### src/rtl/uart_tx_pkg.sv
// Shared definitions for the memory-mapped UART transmitter (uart_tx_dev):
// register word offsets, STATUS/CTRL bit positions and the serialiser states.
package uart_tx_pkg;

    // Word offsets decoded from Addr[3:2]
    localparam logic [1:0] REG_DATA   = 2'd0;
    localparam logic [1:0] REG_STATUS = 2'd1;
    localparam logic [1:0] REG_CTRL   = 2'd2;
    localparam logic [1:0] REG_DIV    = 2'd3;

    // STATUS bit positions; count occupies three bits starting at ST_CNT_LSB
    localparam int ST_BUSY    = 0;
    localparam int ST_FULL    = 1;
    localparam int ST_EMPTY   = 2;
    localparam int ST_OVF     = 3;
    localparam int ST_CNT_LSB = 4;

    // CTRL bit positions
    localparam int CTRL_EN      = 0;
    localparam int CTRL_IE      = 1;
    localparam int CTRL_PAR_ODD = 2;

    // Serialiser states
    //   state    | meaning
    //   S_IDLE   | line high, waiting for EN and a queued byte
    //   S_START  | start bit (low)
    //   S_DATA   | eight data bits, LSB first
    //   S_PARITY | parity bit (only in parity builds)
    //   S_STOP   | stop bit (high)
    typedef enum logic [2:0] {
        S_IDLE,
        S_START,
        S_DATA,
        S_PARITY,
        S_STOP
    } tx_state_e;

endpackage

### src/rtl/uart_tx_fifo.sv
// Byte-wide synchronous transmit FIFO. A push while full is accepted only
// when a pop happens on the same edge, so a full FIFO keeps streaming.
module uart_tx_fifo #(
    parameter int DEPTH = 4,
    localparam int AW = $clog2(DEPTH)
) (
    input  logic          clk,
    input  logic          reset,
    input  logic          push_i,
    input  logic          pop_i,
    input  logic [7:0]    din_i,
    output logic [7:0]    dout_o,
    output logic          full_o,
    output logic          empty_o,
    output logic [AW:0]   count_o
);

    localparam logic [AW:0] CNT_FULL = (AW+1)'(DEPTH);

    logic [7:0]    mem_q [DEPTH];
    logic [AW-1:0] wr_ptr_q;
    logic [AW-1:0] rd_ptr_q;
    logic [AW:0]   count_q;
    logic          push_ok;
    logic          pop_ok;

    assign full_o  = (count_q == CNT_FULL);
    assign empty_o = (count_q == '0);
    assign count_o = count_q;
    assign dout_o  = mem_q[rd_ptr_q];
    assign pop_ok  = pop_i && !empty_o;
    assign push_ok = push_i && (!full_o || pop_i);

    // Storage array; contents need no reset since count gates every read
    always_ff @(posedge clk) begin
        if (push_ok) begin
            mem_q[wr_ptr_q] <= din_i;
        end
    end

    // Pointers and occupancy
    always_ff @(posedge clk or negedge reset) begin
        if (!reset) begin
            wr_ptr_q <= '0;
            rd_ptr_q <= '0;
            count_q  <= '0;
        end else begin
            if (push_ok) wr_ptr_q <= wr_ptr_q + AW'(1);
            if (pop_ok)  rd_ptr_q <= rd_ptr_q + AW'(1);
            case ({push_ok, pop_ok})
                2'b10:   count_q <= count_q + (AW+1)'(1);
                2'b01:   count_q <= count_q - (AW+1)'(1);
                default: count_q <= count_q;
            endcase
        end
    end

endmodule

### src/rtl/uart_tx_dev.sv
// Memory-mapped UART transmitter: register file, transmit FIFO and an 8N1
// serialiser with a programmable bit period. Optional parity support is
// compiled in when UART_TX_PARITY_EN is defined (adds CTRL.PAR_ODD and a
// parity bit between data and stop).
module uart_tx_dev #(
    parameter int               FIFO_DEPTH  = 4,
    parameter int               DIV_W       = 16,
    parameter logic [DIV_W-1:0] DEFAULT_DIV = 16'd434
) (
    input  logic        clk,
    input  logic        reset,
    input  logic [31:2] Addr,
    input  logic        WE,
    input  logic [31:0] Din,
    output logic [31:0] Dout,
    output logic        IRQ,
    output logic        txd
);

    import uart_tx_pkg::*;

    localparam int AW = $clog2(FIFO_DEPTH);

    logic [1:0]       reg_addr;
    logic             data_push;

    logic             en_q, en_d;
    logic             ie_q, ie_d;
    logic             ovf_q, ovf_d;
    logic [DIV_W-1:0] div_q, div_d;
    logic             ctrl_par_odd;

    logic [7:0]       fifo_dout;
    logic             fifo_full;
    logic             fifo_empty;
    logic [AW:0]      fifo_count;
    logic [3:0]       cnt_ext;

    tx_state_e        state_q;
    logic             txd_q;
    logic [DIV_W-1:0] cnt_q;
    logic [DIV_W-1:0] div_lat_q;
    logic [DIV_W-1:0] cnt_reload;
    logic [7:0]       shreg_q;
    logic [2:0]       bit_q;
    logic             cnt_zero;
    logic             busy;
    logic             frame_start;
    logic             unused_bits;

`ifdef UART_TX_PARITY_EN
    logic             par_odd_q, par_odd_d;
    logic             par_q;
    assign ctrl_par_odd = par_odd_q;
`else
    assign ctrl_par_odd = 1'b0;
`endif

    assign reg_addr    = Addr[3:2];
    assign data_push   = WE && (reg_addr == REG_DATA);
    assign cnt_ext     = 4'(fifo_count);
    assign cnt_zero    = (cnt_q == '0);
    assign cnt_reload  = div_lat_q - DIV_W'(1);
    assign busy        = (state_q != S_IDLE);
    assign txd         = txd_q;
    assign IRQ         = ie_q & en_q & fifo_empty & ~busy;
    assign unused_bits = ^{Addr[31:4], cnt_ext[3]};

    // A new frame starts (and pops) from IDLE, or straight out of an expiring stop bit
    assign frame_start = en_q && !fifo_empty &&
                         ((state_q == S_IDLE) || ((state_q == S_STOP) && cnt_zero));

    uart_tx_fifo #(
        .DEPTH (FIFO_DEPTH)
    ) u_fifo (
        .clk     (clk),
        .reset   (reset),
        .push_i  (data_push),
        .pop_i   (frame_start),
        .din_i   (Din[7:0]),
        .dout_o  (fifo_dout),
        .full_o  (fifo_full),
        .empty_o (fifo_empty),
        .count_o (fifo_count)
    );

    // Register-file next state: CPU writes plus sticky overflow on a dropped byte
    always_comb begin
        en_d  = en_q;
        ie_d  = ie_q;
        ovf_d = ovf_q;
        div_d = div_q;
`ifdef UART_TX_PARITY_EN
        par_odd_d = par_odd_q;
`endif
        if (WE) begin
            case (reg_addr)
                REG_STATUS: if (Din[ST_OVF]) ovf_d = 1'b0;
                REG_CTRL: begin
                    en_d = Din[CTRL_EN];
                    ie_d = Din[CTRL_IE];
`ifdef UART_TX_PARITY_EN
                    par_odd_d = Din[CTRL_PAR_ODD];
`endif
                end
                REG_DIV: div_d = (Din[DIV_W-1:0] == '0) ? DIV_W'(1) : Din[DIV_W-1:0];
                default: ;
            endcase
        end
        if (data_push && fifo_full && !frame_start) begin
            ovf_d = 1'b1;
        end
    end

    // Register-file flops
    always_ff @(posedge clk or negedge reset) begin
        if (!reset) begin
            en_q  <= 1'b0;
            ie_q  <= 1'b0;
            ovf_q <= 1'b0;
            div_q <= DEFAULT_DIV;
`ifdef UART_TX_PARITY_EN
            par_odd_q <= 1'b0;
`endif
        end else begin
            en_q  <= en_d;
            ie_q  <= ie_d;
            ovf_q <= ovf_d;
            div_q <= div_d;
`ifdef UART_TX_PARITY_EN
            par_odd_q <= par_odd_d;
`endif
        end
    end

    // Combinational read mux; DATA reads as zero
    always_comb begin
        Dout = '0;
        case (reg_addr)
            REG_STATUS: begin
                Dout[ST_BUSY]         = busy;
                Dout[ST_FULL]         = fifo_full;
                Dout[ST_EMPTY]        = fifo_empty;
                Dout[ST_OVF]          = ovf_q;
                Dout[ST_CNT_LSB +: 3] = cnt_ext[2:0];
            end
            REG_CTRL: begin
                Dout[CTRL_EN]      = en_q;
                Dout[CTRL_IE]      = ie_q;
                Dout[CTRL_PAR_ODD] = ctrl_par_odd;
            end
            REG_DIV: Dout[DIV_W-1:0] = div_q;
            default: Dout = '0;
        endcase
    end

    // Serialiser: each bit held for div_lat_q cycles via a down-counter to zero
    always_ff @(posedge clk or negedge reset) begin
        if (!reset) begin
            state_q   <= S_IDLE;
            txd_q     <= 1'b1;
            cnt_q     <= '0;
            div_lat_q <= DEFAULT_DIV;
            shreg_q   <= '0;
            bit_q     <= '0;
`ifdef UART_TX_PARITY_EN
            par_q     <= 1'b0;
`endif
        end else if (frame_start) begin
            // Divisor is captured here so mid-frame DIV writes only affect later frames
            state_q   <= S_START;
            txd_q     <= 1'b0;
            cnt_q     <= div_q - DIV_W'(1);
            div_lat_q <= div_q;
            shreg_q   <= fifo_dout;
            bit_q     <= '0;
`ifdef UART_TX_PARITY_EN
            par_q     <= (^fifo_dout) ^ par_odd_q;
`endif
        end else if (state_q != S_IDLE) begin
            if (!cnt_zero) begin
                cnt_q <= cnt_q - DIV_W'(1);
            end else begin
                cnt_q <= cnt_reload;
                case (state_q)
                    S_START: begin
                        state_q <= S_DATA;
                        txd_q   <= shreg_q[0];
                        shreg_q <= shreg_q >> 1;
                    end
                    S_DATA: begin
                        if (bit_q == 3'd7) begin
`ifdef UART_TX_PARITY_EN
                            state_q <= S_PARITY;
                            txd_q   <= par_q;
`else
                            state_q <= S_STOP;
                            txd_q   <= 1'b1;
`endif
                        end else begin
                            bit_q   <= bit_q + 3'd1;
                            txd_q   <= shreg_q[0];
                            shreg_q <= shreg_q >> 1;
                        end
                    end
`ifdef UART_TX_PARITY_EN
                    S_PARITY: begin
                        state_q <= S_STOP;
                        txd_q   <= 1'b1;
                    end
`endif
                    S_STOP: state_q <= S_IDLE;
                    default: begin
                        state_q <= S_IDLE;
                        txd_q   <= 1'b1;
                    end
                endcase
            end
        end
    end

endmodule

### config.mk
export PLATFORM = sky130hd
export DESIGN_NAME = uart_tx_dev
export DESIGN_NICKNAME = d
export VERILOG_FILES = /design/src/rtl/uart_tx_pkg.sv /design/src/rtl/uart_tx_fifo.sv /design/src/rtl/uart_tx_dev.sv
export SDC_FILE = /design/constraint.sdc
export NUM_CORES = 1
export LEC_CHECK = 0
export ABC_AREA = 0
export BUFFER_PORTS_ARGS = -buffer_cell sky130_fd_sc_hd__buf_2
export CELL_PAD_IN_SITES_DETAIL_PLACEMENT = 0
export CELL_PAD_IN_SITES_GLOBAL_PLACEMENT = 2
export CORE_ASPECT_RATIO = 1.25
export CORE_MARGIN = 2
export CORE_UTILIZATION = 39
export CTS_CLUSTER_SIZE = 40
export DETAILED_ROUTE_END_ITERATION = 6
export GPL_TIMING_DRIVEN = 0
export PLACE_DENSITY = 0.84
export SLEW_MARGIN = 30
export SYNTH_ARGS = -nofsm -noshare
export SYNTH_HDL_FRONTEND = slang
export SYNTH_HIERARCHICAL = 1
export SYNTH_SLANG_ARGS = --single-unit
export TNS_END_PERCENT = 1
### constraint.sdc
create_clock -name clk -period 8.1 [get_ports clk]
set_input_delay 1.62 -clock clk [delete_from_list [all_inputs] [get_ports clk]]
set_output_delay 1.62 -clock clk [all_outputs]
set_load 0.1 [all_outputs]
==> impl_metrics.toml <==
[run_status]
status = "complete, no violations"

[cts]
post_cts_buffers = 0
htree_levels = 3
ctsLongestPathBuffers = 2
clockRootBuffer = "clkbuf_16"
cts_tree = "built"
worstSkewPairLatency_ps = 350
cts_hold_buffers = 0
cts_resized = 0
cts_buffers = 9
cts.reportedPaths.clkPinSlew_ps = 80
cts.sinks = 105

[critical_path]
worst-path-max-fanout = 10
crit_chain = "nor3_1 -> nand2b_1 -> nor4_1 -> a31oi_1 -> buf_6 -> buf_4 -> clkinv_1 -> clkbuf_1 -> nand2_1 -> o21a_1 -> ha_1 -> inv_1 -> nor4_1 -> o211ai_1 -> mux2i_2 -> nor3b_2 -> nand3_1 -> a31oi_1"
cp.required_ps = 8370
critical_path_class = "reg2reg"
arrival_ps = 5390
max_stage_delay_ps = 570
timing.rr.end = "cnt_q[12]"
rrSetupSlack_ps = 2970
reg2reg_depth = 18
crit_buf_inv = 5
cp_top_family = "simple AND/OR/NAND/NOR gates"
start_kind = "register"
endpoint_kind = "register"
r2r_start = "u_fifo/count_o[0]"
cp_slowest_cell = "nor4_1"

[grt]
grt_start_max_net_pins = 49
grt_pass1_wl_mm = 22.2
grt_pass1_vias = 4028
gr-total-overflow = 0
antenna_found_initial = 0
track_usage_pct = 18.6

[synth]
synth_edf_count = 32
synth_cell_types = 68
syn_area_um2 = 5550
synth_top_area_share_pct = 28.0
yosysTopAreaCell = "dfrtp_1"
yosysSeqAreaShare_pct = 50.5
synth_seq_cells = 105
syn_inst = 513
synth-main-ff-cell = "dfrtp_1"
synth-async-reset-ratio_pct = 69.5
ys_top_cells_by_area = "dfrtp_1 (28%), edfxtp_1 (17%), nand2_1 (6.2%), dfstp_2 (5.2%), mux2_2 (3.2%)"
yosysWarningCount = 6
syn-mean-instance-area_um2 = 10.8

[flow_run]
max_cap_violations = 0

[final_layout]
postLayoutCoreUtil_pct = 45.8
final-instance-count-excl-fill = 758
area_growth_pct = 14.6
fin_nets = 652
final_common_cell = "nand2_1"
layout_common_cells = "nand2_1 (91), dfrtp_1 (62), buf_2 (43)"
antennaDiodeCount = 0
layout-drive-gt1-share_pct = 24.2

[power]
switching_share_pct = 40.1
peakVddDrop_v = 0.000142
p_comb_share_pct = 36.6
leakage_nw = 2.82
power.total_mw = 2.02
p_int_mw = 1.21
netSwitchingPower_uw = 810
seqPwrFrac_pct = 41.0
p_per_area_nw_per_um2 = 318
p_clk_share_pct = 22.4

[detailed_routing]
drt_drc_violations_left = 0
firstDrtPassIters = 4
routed_wl_mm = 13.7
routedWlPerCell_um = 18.1
drt-initial-drc-count = 202
drtAntennaViolNets = 0
viasPerCell = 5.39
routed-via-count = 4084

[min_path]
whs_endpoint = "txd"
hold-path-cell-count = 2
min_path_type = "reg2reg"
hold_path.startpoint = "txd"

[sta]
slew_violations = 0
finalHoldViolations = 0
holdWs_ps = 482
finalSetupViolations = 0
min_period_ps = 5130
fin_crit_sh_pct = 63.3
finalSetupTns_ps = 0
clock.fmax_ghz = 0.195
tightest_slew_ps = 805
slew_headroom_pct = 45.9
fin_worst_skew_ps = 8.60
rsz0062_at_grt = "no"

[floorplan]
dieHeight_um = 137
rows = 48
pin_count = 99
dieArea_um2 = 15200
die_x_um = 111
start_util_pct = 40.0
core_area_um2 = 13900

[placement]
dp_hpwl_mm = 10.1
port_buffers = 38
dp.cells = 742
gp_congestion = 0.859
[worst max path at each step]
stage | slack, ps | endpoint | from | cells past startpoint
floorplan | 3030 | Dout[2] | Addr[2] | 3
global route | 2620 | cnt_q[12] | u_fifo/count_o[0] | 18
detailed placement | 2980 | cnt_q[12] | u_fifo/count_o[0] | 18
CTS | 2950 | cnt_q[12] | u_fifo/count_o[0] | 18
finish | 2970 | cnt_q[12] | u_fifo/count_o[0] | 18
global placement | 3010 | cnt_q[14] | u_fifo/count_o[0] | 18
[synth_stat cells (all sizes together) (2+ instances only)]
cell	instances
or3	6
dfrtp	62
and4	4
clkbuf	16
nand2	92
mux4	8
and3	12
a21oi	14
nor3b	2
xor2	6
ha	8
nor4	10
nand2b	3
o21a	5
edfxtp	32
o31a	3
o2111ai	2
nand4	2
nand3	8
nor3	15
o21ai	18
nor2b	7
dfstp	11
a31o	9
a31oi	7
nor2	20
and2	6
a22o	16
a21o	4
mux2i	18
nand3b	2
xnor2	6
inv	10
buf	28
mux2	18
o211ai	3
a211oi	3
a32o	3
[routing by layer]
layer	global-route usage, %	vias to the layer above	routed length, um
met5	0	-	0
met3	3.08	9	571
met2	32.0	95	6830
li1	-	1958	-
met1	24.5	2022	6160
met4	5.49	0	164
[worst register-to-register path, stage by stage, from the launching register on]
cell	delay [ps]
dfrtp_1	450
nor3_1	320
nand2b_1	360
nor4_1	90
a31oi_1	180
buf_6	210
buf_4	250
clkinv_1	320
clkbuf_1	370
nand2_1	170
o21a_1	140
ha_1	230
inv_1	90
nor4_1	570
o211ai_1	220
mux2i_2	350
nor3b_2	370
nand3_1	130
a31oi_1	220
[sequential cells by signal, summed over array words and instances (netlist names), 2 cells and up]
signal	count
cnt_q	16
shreg_q	8
state_q	3
u_fifo/rd_ptr_q	2
u_fifo/count_o	3
div_q	16
u_fifo/mem_q	32
bit_q	3
div_lat_q	16
u_fifo/wr_ptr_q	2
[logic make-up after synthesis]
family	synth area share [%]
compound gates	12.2
xor+xnor	1.89
fa+ha+maj	2.17
buf+inv	5.21
flops	50.5
mux	10.6
other cells	0.0676
simple gates	17.4
[metrics by stage]
stage	area [um2]	setup slack, ps
after floorplan	5600	3030
after global placement	6010	3010
after detailed placement	6040	2980
after CTS	6360	2950
after global routing	6360	2620
final	6360	2970
[power by group through the flow]
stage,Clock (mW),Combinational [mW],Sequential [mW]
final,0.452,0.739,0.829
after global routing,0.485,0.813,0.847
after CTS,0.462,0.743,0.825
after detailed placement,0,0.738,0.836
after global placement,0,0.721,0.830
after floorplan,0,0.594,0.790
[layout make-up]
class,count,area (um2)
tap,175,219
sequential,105,2800
timing repair buffer,39,220
inverter,11,41.3
fill,1334,7510
multi-input combinational,368,2510
clock inverter,7,91.3
buffer,44,248
clock buffer,9,225
No activity file was read; power rests on OpenSTA's default activity.
